$ cat config.mk
export PLATFORM = sky130hd
export DESIGN_NAME = start_pulse_ctrl
export DESIGN_NICKNAME = d
export VERILOG_FILES = /design/src/rtl/start_pulse_ctrl.sv
export SDC_FILE = /design/constraint.sdc
export NUM_CORES = 1
export LEC_CHECK = 0
export ABC_CLOCK_PERIOD_IN_PS = 2070
export CORE_AREA = 2 2 74 129
export DETAILED_ROUTE_END_ITERATION = 12
export DIE_AREA = 0 0 76 131
export PLACE_DENSITY_LB_ADDON = 0.25
export RECOVER_POWER = 100
export SYNTH_ARGS = -nofsm -noshare
export SYNTH_HDL_FRONTEND = slang
export SYNTH_SLANG_ARGS = --single-unit
export TNS_END_PERCENT = 5
$ cat constraint.sdc
create_clock -name st_clk -period 2.07 [get_ports st_clk]
set_input_delay 0.414 -clock st_clk [delete_from_list [all_inputs] [get_ports st_clk]]
set_output_delay 0.414 -clock st_clk [all_outputs]
set_load 0.05 [all_outputs]
$ cat src/rtl/start_pulse_ctrl.sv
// Start-pulse controller: synchronise, debounce, gate and hold-off
// for the optical sync-pulse generator trigger button.
module start_pulse_ctrl #(
  parameter int DEB_CYCLES     = 1000000,
  parameter int PULSE_CYCLES   = 200000000,
  parameter int HOLDOFF_CYCLES = 50000000,
  parameter int CNT_W          = 32,
  parameter int BTN_ACTIVE_LOW = 1
) (
  input  logic        st_clk,
  input  logic        st_rst_n,
  input  logic        st_button,
  input  logic        st_en,
  input  logic        st_mode,
  input  logic        st_done,
  input  logic        st_abort,
  output logic        st_o,
  output logic        st_busy,
  output logic        st_fault,
  output logic [15:0] st_count
);

  localparam int DEB_L =
    (DEB_CYCLES > 0) ? DEB_CYCLES - 1 : 0;
  localparam int PULSE_L =
    (PULSE_CYCLES > 0) ? PULSE_CYCLES - 1 : 0;
  localparam int HOLD_L =
    (HOLDOFF_CYCLES > 0) ? HOLDOFF_CYCLES - 1 : 0;

  localparam logic [CNT_W-1:0] DEB_LAST = CNT_W'(DEB_L);
  localparam logic [CNT_W-1:0] PULSE_LAST = CNT_W'(PULSE_L);
  localparam logic [CNT_W-1:0] HOLD_LAST = CNT_W'(HOLD_L);
  localparam logic [CNT_W-1:0] ONE = CNT_W'(1);

  typedef enum logic [1:0] {
    IDLE,
    ACTIVE,
    HOLDOFF
  } state_t;

  logic             sync1;
  logic             sync2;
  logic             pressed_sync;
  logic             deb_lvl;
  logic             deb_prev;
  logic [CNT_W-1:0] deb_cnt;
  logic             press_evt;

  state_t           state;
  state_t           state_n;
  logic [CNT_W-1:0] cnt;
  logic [CNT_W-1:0] cnt_n;
  logic             mode_q;
  logic             mode_n;
  logic             o_n;
  logic             busy_n;
  logic             fault_n;
  logic [15:0]      count_n;

  // Two-flop synchroniser for the raw button
  always_ff @(posedge st_clk) begin
    if (!st_rst_n) begin
      sync1 <= 1'b0;
      sync2 <= 1'b0;
    end else begin
      sync1 <= st_button;
      sync2 <= sync1;
    end
  end

  assign pressed_sync =
    (BTN_ACTIVE_LOW != 0) ? ~sync2 : sync2;

  // Debounce; level starts pressed so a held button needs a release first
  always_ff @(posedge st_clk) begin
    if (!st_rst_n) begin
      deb_lvl  <= 1'b1;
      deb_prev <= 1'b1;
      deb_cnt  <= '0;
    end else begin
      deb_prev <= deb_lvl;
      if (pressed_sync != deb_lvl) begin
        if (deb_cnt == DEB_LAST) begin
          deb_lvl <= pressed_sync;
          deb_cnt <= '0;
        end else begin
          deb_cnt <= deb_cnt + ONE;
        end
      end else begin
        deb_cnt <= '0;
      end
    end
  end

  assign press_evt = deb_lvl & ~deb_prev;

  // State and registered outputs
  always_ff @(posedge st_clk) begin
    if (!st_rst_n) begin
      state    <= IDLE;
      cnt      <= '0;
      mode_q   <= 1'b0;
      st_o     <= 1'b0;
      st_busy  <= 1'b0;
      st_fault <= 1'b0;
      st_count <= 16'd0;
    end else begin
      state    <= state_n;
      cnt      <= cnt_n;
      mode_q   <= mode_n;
      st_o     <= o_n;
      st_busy  <= busy_n;
      st_fault <= fault_n;
      st_count <= count_n;
    end
  end

  // Next state; abort beats done, done beats timeout
  always_comb begin
    state_n = state;
    cnt_n   = cnt;
    mode_n  = mode_q;
    o_n     = st_o;
    busy_n  = st_busy;
    fault_n = st_fault;
    count_n = st_count;
    unique case (state)
      IDLE: begin
        o_n    = 1'b0;
        busy_n = 1'b0;
        if (press_evt && st_en) begin
          state_n = ACTIVE;
          o_n     = 1'b1;
          busy_n  = 1'b1;
          count_n = st_count + 16'd1;
          fault_n = 1'b0;
          mode_n  = st_mode;
          cnt_n   = '0;
        end
      end
      ACTIVE: begin
        o_n    = 1'b1;
        busy_n = 1'b1;
        cnt_n  = cnt + ONE;
        if (st_abort || (mode_q && st_done)) begin
          state_n = HOLDOFF;
          o_n     = 1'b0;
          cnt_n   = '0;
        end else if (cnt == PULSE_LAST) begin
          state_n = HOLDOFF;
          o_n     = 1'b0;
          cnt_n   = '0;
          if (mode_q) fault_n = 1'b1;
        end
      end
      HOLDOFF: begin
        o_n    = 1'b0;
        busy_n = 1'b1;
        cnt_n  = cnt + ONE;
        if (cnt == HOLD_LAST) begin
          state_n = IDLE;
          busy_n  = 1'b0;
          cnt_n   = '0;
        end
      end
      default: begin
        state_n = IDLE;
        o_n     = 1'b0;
        busy_n  = 1'b0;
        cnt_n   = '0;
      end
    endcase
  end

endmodule
==> results.json <==
{
  "setup_slack_ns": -0.350,
  "vias": 3990,
  "r2r_slack_ns": -0.35,
  "intPower_uw": 2980,
  "cp-startpoint": "cnt[12]",
  "period_share_pct": 117,
  "rsz0062_at_grt": "yes",
  "pwr-share-comb_pct": 1.6,
  "vdd_drop_max_v": 0.000617,
  "placed_cell_area_um2": 5250,
  "path_clk_slew_ns": 0.06,
  "reg2regPathDepth": 8,
  "hold_class": "reg -> reg",
  "synth-async-reset-ratio_pct": 0,
  "r2r_end": "cnt[26]",
  "ys_seq_area_share_pct": 41.9,
  "grtUsageTotal_pct": 22.6,
  "skew_ns": 0.00855,
  "drtPass1Iterations": 6,
  "ys_types": 51,
  "die_y_um": 131,
  "grt_overflow_total": 0,
  "cts.sinks": 90,
  "grt_max_degree": 32,
  "fp.dieW_um": 76,
  "hold_depth": 1,
  "drive_gt1_share_pct": 20.6,
  "end_kind": "flip-flop",
  "drv_slew": 0,
  "io_buffer_count": 25,
  "min_to": "sync2",
  "synth_compound_area_share_pct": 7.47,
  "place_congestion": 0.917,
  "yosysWarnings": 0,
  "synth-seq-cells": 90,
  "tightest_slew_ns": 1.14,
  "drt-total-wl_um": 10900,
  "p_sw_uw": 729,
  "numCtsBuffers": 9,
  "max_freq_mhz": 413,
  "finalSetupViolCount": 35,
  "tritoncts": "done",
  "synthMuxAreaShare_pct": 0.233,
  "pin_count": 26,
  "mostFrequentLayoutCells": "dfxtp_1, buf_4, nor2_1",
  "min_from": "sync1",
  "whs_ns": 0.449,
  "r2r_start": "cnt[12]",
  "cp.arrival_ns": 2.66,
  "crit_path_max_fanout": 13,
  "cellPowerDensity_nw_per_um2": 657,
  "ant_nets": 0,
  "grt_pass1_wl_um": 17900,
  "critPathLaunchType": "flip-flop",
  "yosys.area_share.simple_pct": 34.0,
  "violations": "negative setup slack",
  "maxCapViolCount": 0,
  "fill_cells": 745,
  "synthFlopType": "dfxtp_1",
  "diodes": 0,
  "synth_edf_count": 0,
  "viasPerCell": 5.41,
  "status": "complete, but fails checks",
  "slew_headroom_pct": 23.5,
  "clk_latency_ns": 0.34,
  "swShare_pct": 19.7,
  "final_util_pct": 63.3,
  "dp_hpwl_um": 8020,
  "avgSynthCellArea_um2": 8.49,
  "clock_path_buffers": 2,
  "synth_top_family_by_area": "simple AND/OR/NAND/NOR gates",
  "p_seq_share_pct": 46.8,
  "final_nets": 627,
  "layout_commonest_cell": "dfxtp_1",
  "grt_pass1_vias": 3983,
  "dieArea_um2": 9960,
  "synth_xor_area_share_pct": 11.2,
  "drc": 0,
  "critPathKind": "reg -> reg",
  "start_util_pct": 48.2,
  "synth_cells": 507,
  "wl_per_cell_um": 14.8,
  "power_frac_clock_pct": 51.6,
  "required_ns": 2.31,
  "synthAdderAreaFrac_pct": 2.03,
  "postLayoutCellArea_um2": 5640,
  "syn-num-nets": 521,
  "final.min_clock_period_ns": 2.42,
  "h-tree-depth": 3,
  "antenna_found_initial": 0,
  "leakage_uw": 0.00206,
  "cts_hold_buf": 0,
  "core_region_area_um2": 8920,
  "synthToLayoutAreaGrowth_pct": 31.1,
  "root_buffer": "clkbuf_16",
  "synthesis.area_um2": 4300,
  "num_rows": 46,
  "hold_viol": 0,
  "drtIter0Drc": 221
}
## cell families (layout without fill, tap and decap cells)
kind of cell	count (synthesis)	after routing
flip-flops	90	90
buffers and inverters	30	141
XOR/XNOR	55	55
AO/OA/AOI/OAI	45	45
AND/OR/NAND/NOR	279	279
adder cells (fa/ha/maj)	7	7
multiplexers	1	1
## cells in the mapped netlist, types with 2 or more instances
master    count  area [um2]
dfxtp_1      90        1800
nor2_1       67         251
nand3_1      51         255
nand2_1      49         184
xor2_1       33         289
xnor2_1      22         193
nand4_1      20         125
a21oi_1      17        85.1
or3_1        16         100
inv_1        15        56.3
and3_1       13        81.3
nor2_2       10        62.6
nor3_1        9        45.0
o21ai_0       9        45.0
and4_1        8        70.1
clkbuf_1      8        30.0
and2_1        7        43.8
ha_1          7        87.6
nor4_1        4        25.0
nor4b_1       4        35.0
o21ai_1       4        20.0
buf_1         3        11.3
or2_2         3        18.8
or4_1         3        22.5
or4b_1        3        30.0
a211oi_1      2        15.0
and4b_1       2        20.0
buf_6         2        22.5
nand2b_1      2        12.5
nand3b_1      2        15.0
nor4_2        2        25.0
## area by class of cell
class | instances | area [um2] | area share, %
tap | 120 | 150 | 2.66
clock buffer | 11 | 243 | 4.30
clock inverter | 5 | 108 | 1.91
inverter | 15 | 56.3 | 0.998
multi-input combinational | 387 | 2400 | 42.5
sequential | 90 | 1800 | 32.0
timing repair buffer | 110 | 886 | 15.7
## through the flow
step	setup TNS [ns]	cells	power, uW	worst slack, ns
after floorplan	-4.29	507	1810	-0.200
after global placement	-11.82	717	1830	-0.400
after detailed placement	-13.01	717	1840	-0.469
after CTS	-8.31	733	3740	-0.293
after global routing	-12.54	738	3800	-0.449
final	-9.84	738	3710	-0.350
## power groups by stage
stage	logic (uW)	clock network (uW)	registers [uW]
final	60.8	1910	1730
after global routing	66.7	2000	1730
after CTS	61.7	1940	1730
after global placement	60.8	0	1770
after detailed placement	61.4	0	1770
after floorplan	32.2	0	1770
## critical path, stage by stage (launching register included)
cell,delay [ns]
dfxtp_1,0.33
or4b_4,0.55
or4_1,0.49
o31ai_4,0.31
buf_6,0.16
a21oi_2,0.09
o21ai_4,0.16
buf_12,0.17
nor2_2,0.05
## routing by layer
| layer | routed length (um) | track usage (%) | part of all wire [%] |
|---|---|---|---|
| met2 | 6080 | 44.4 | 56 |
| met3 | 297 | 3.78 | 2.7 |
| met1 | 4020 | 21.4 | 37 |
| met5 | 0 | 0 | 0 |
| met4 | 510 | 15.5 | 4.7 |
## timing repair
item	CTS	global route
pin swaps	0	4
resized for setup	3	13
setup endpoints to repair	34	49
buffers inserted	0	5
## worst max path at each step
stage,slack (ns),to
floorplan,-0.20,cnt[25]
global placement,-0.40,cnt[19]
detailed placement,-0.47,cnt[24]
CTS,-0.29,cnt[20]
global route,-0.45,state[1]
finish,-0.35,cnt[26]
## flip-flops by register name, indices dropped and copies added (netlist names)
register / flops
state: 2
st_o: 1
sync2: 1
st_fault: 1
st_count: 16
sync1: 1
cnt: 32
mode_q: 1
deb_prev: 1
st_busy: 1
deb_cnt: 32
deb_lvl: 1
Note: power is estimated with default switching activity, not from simulation.
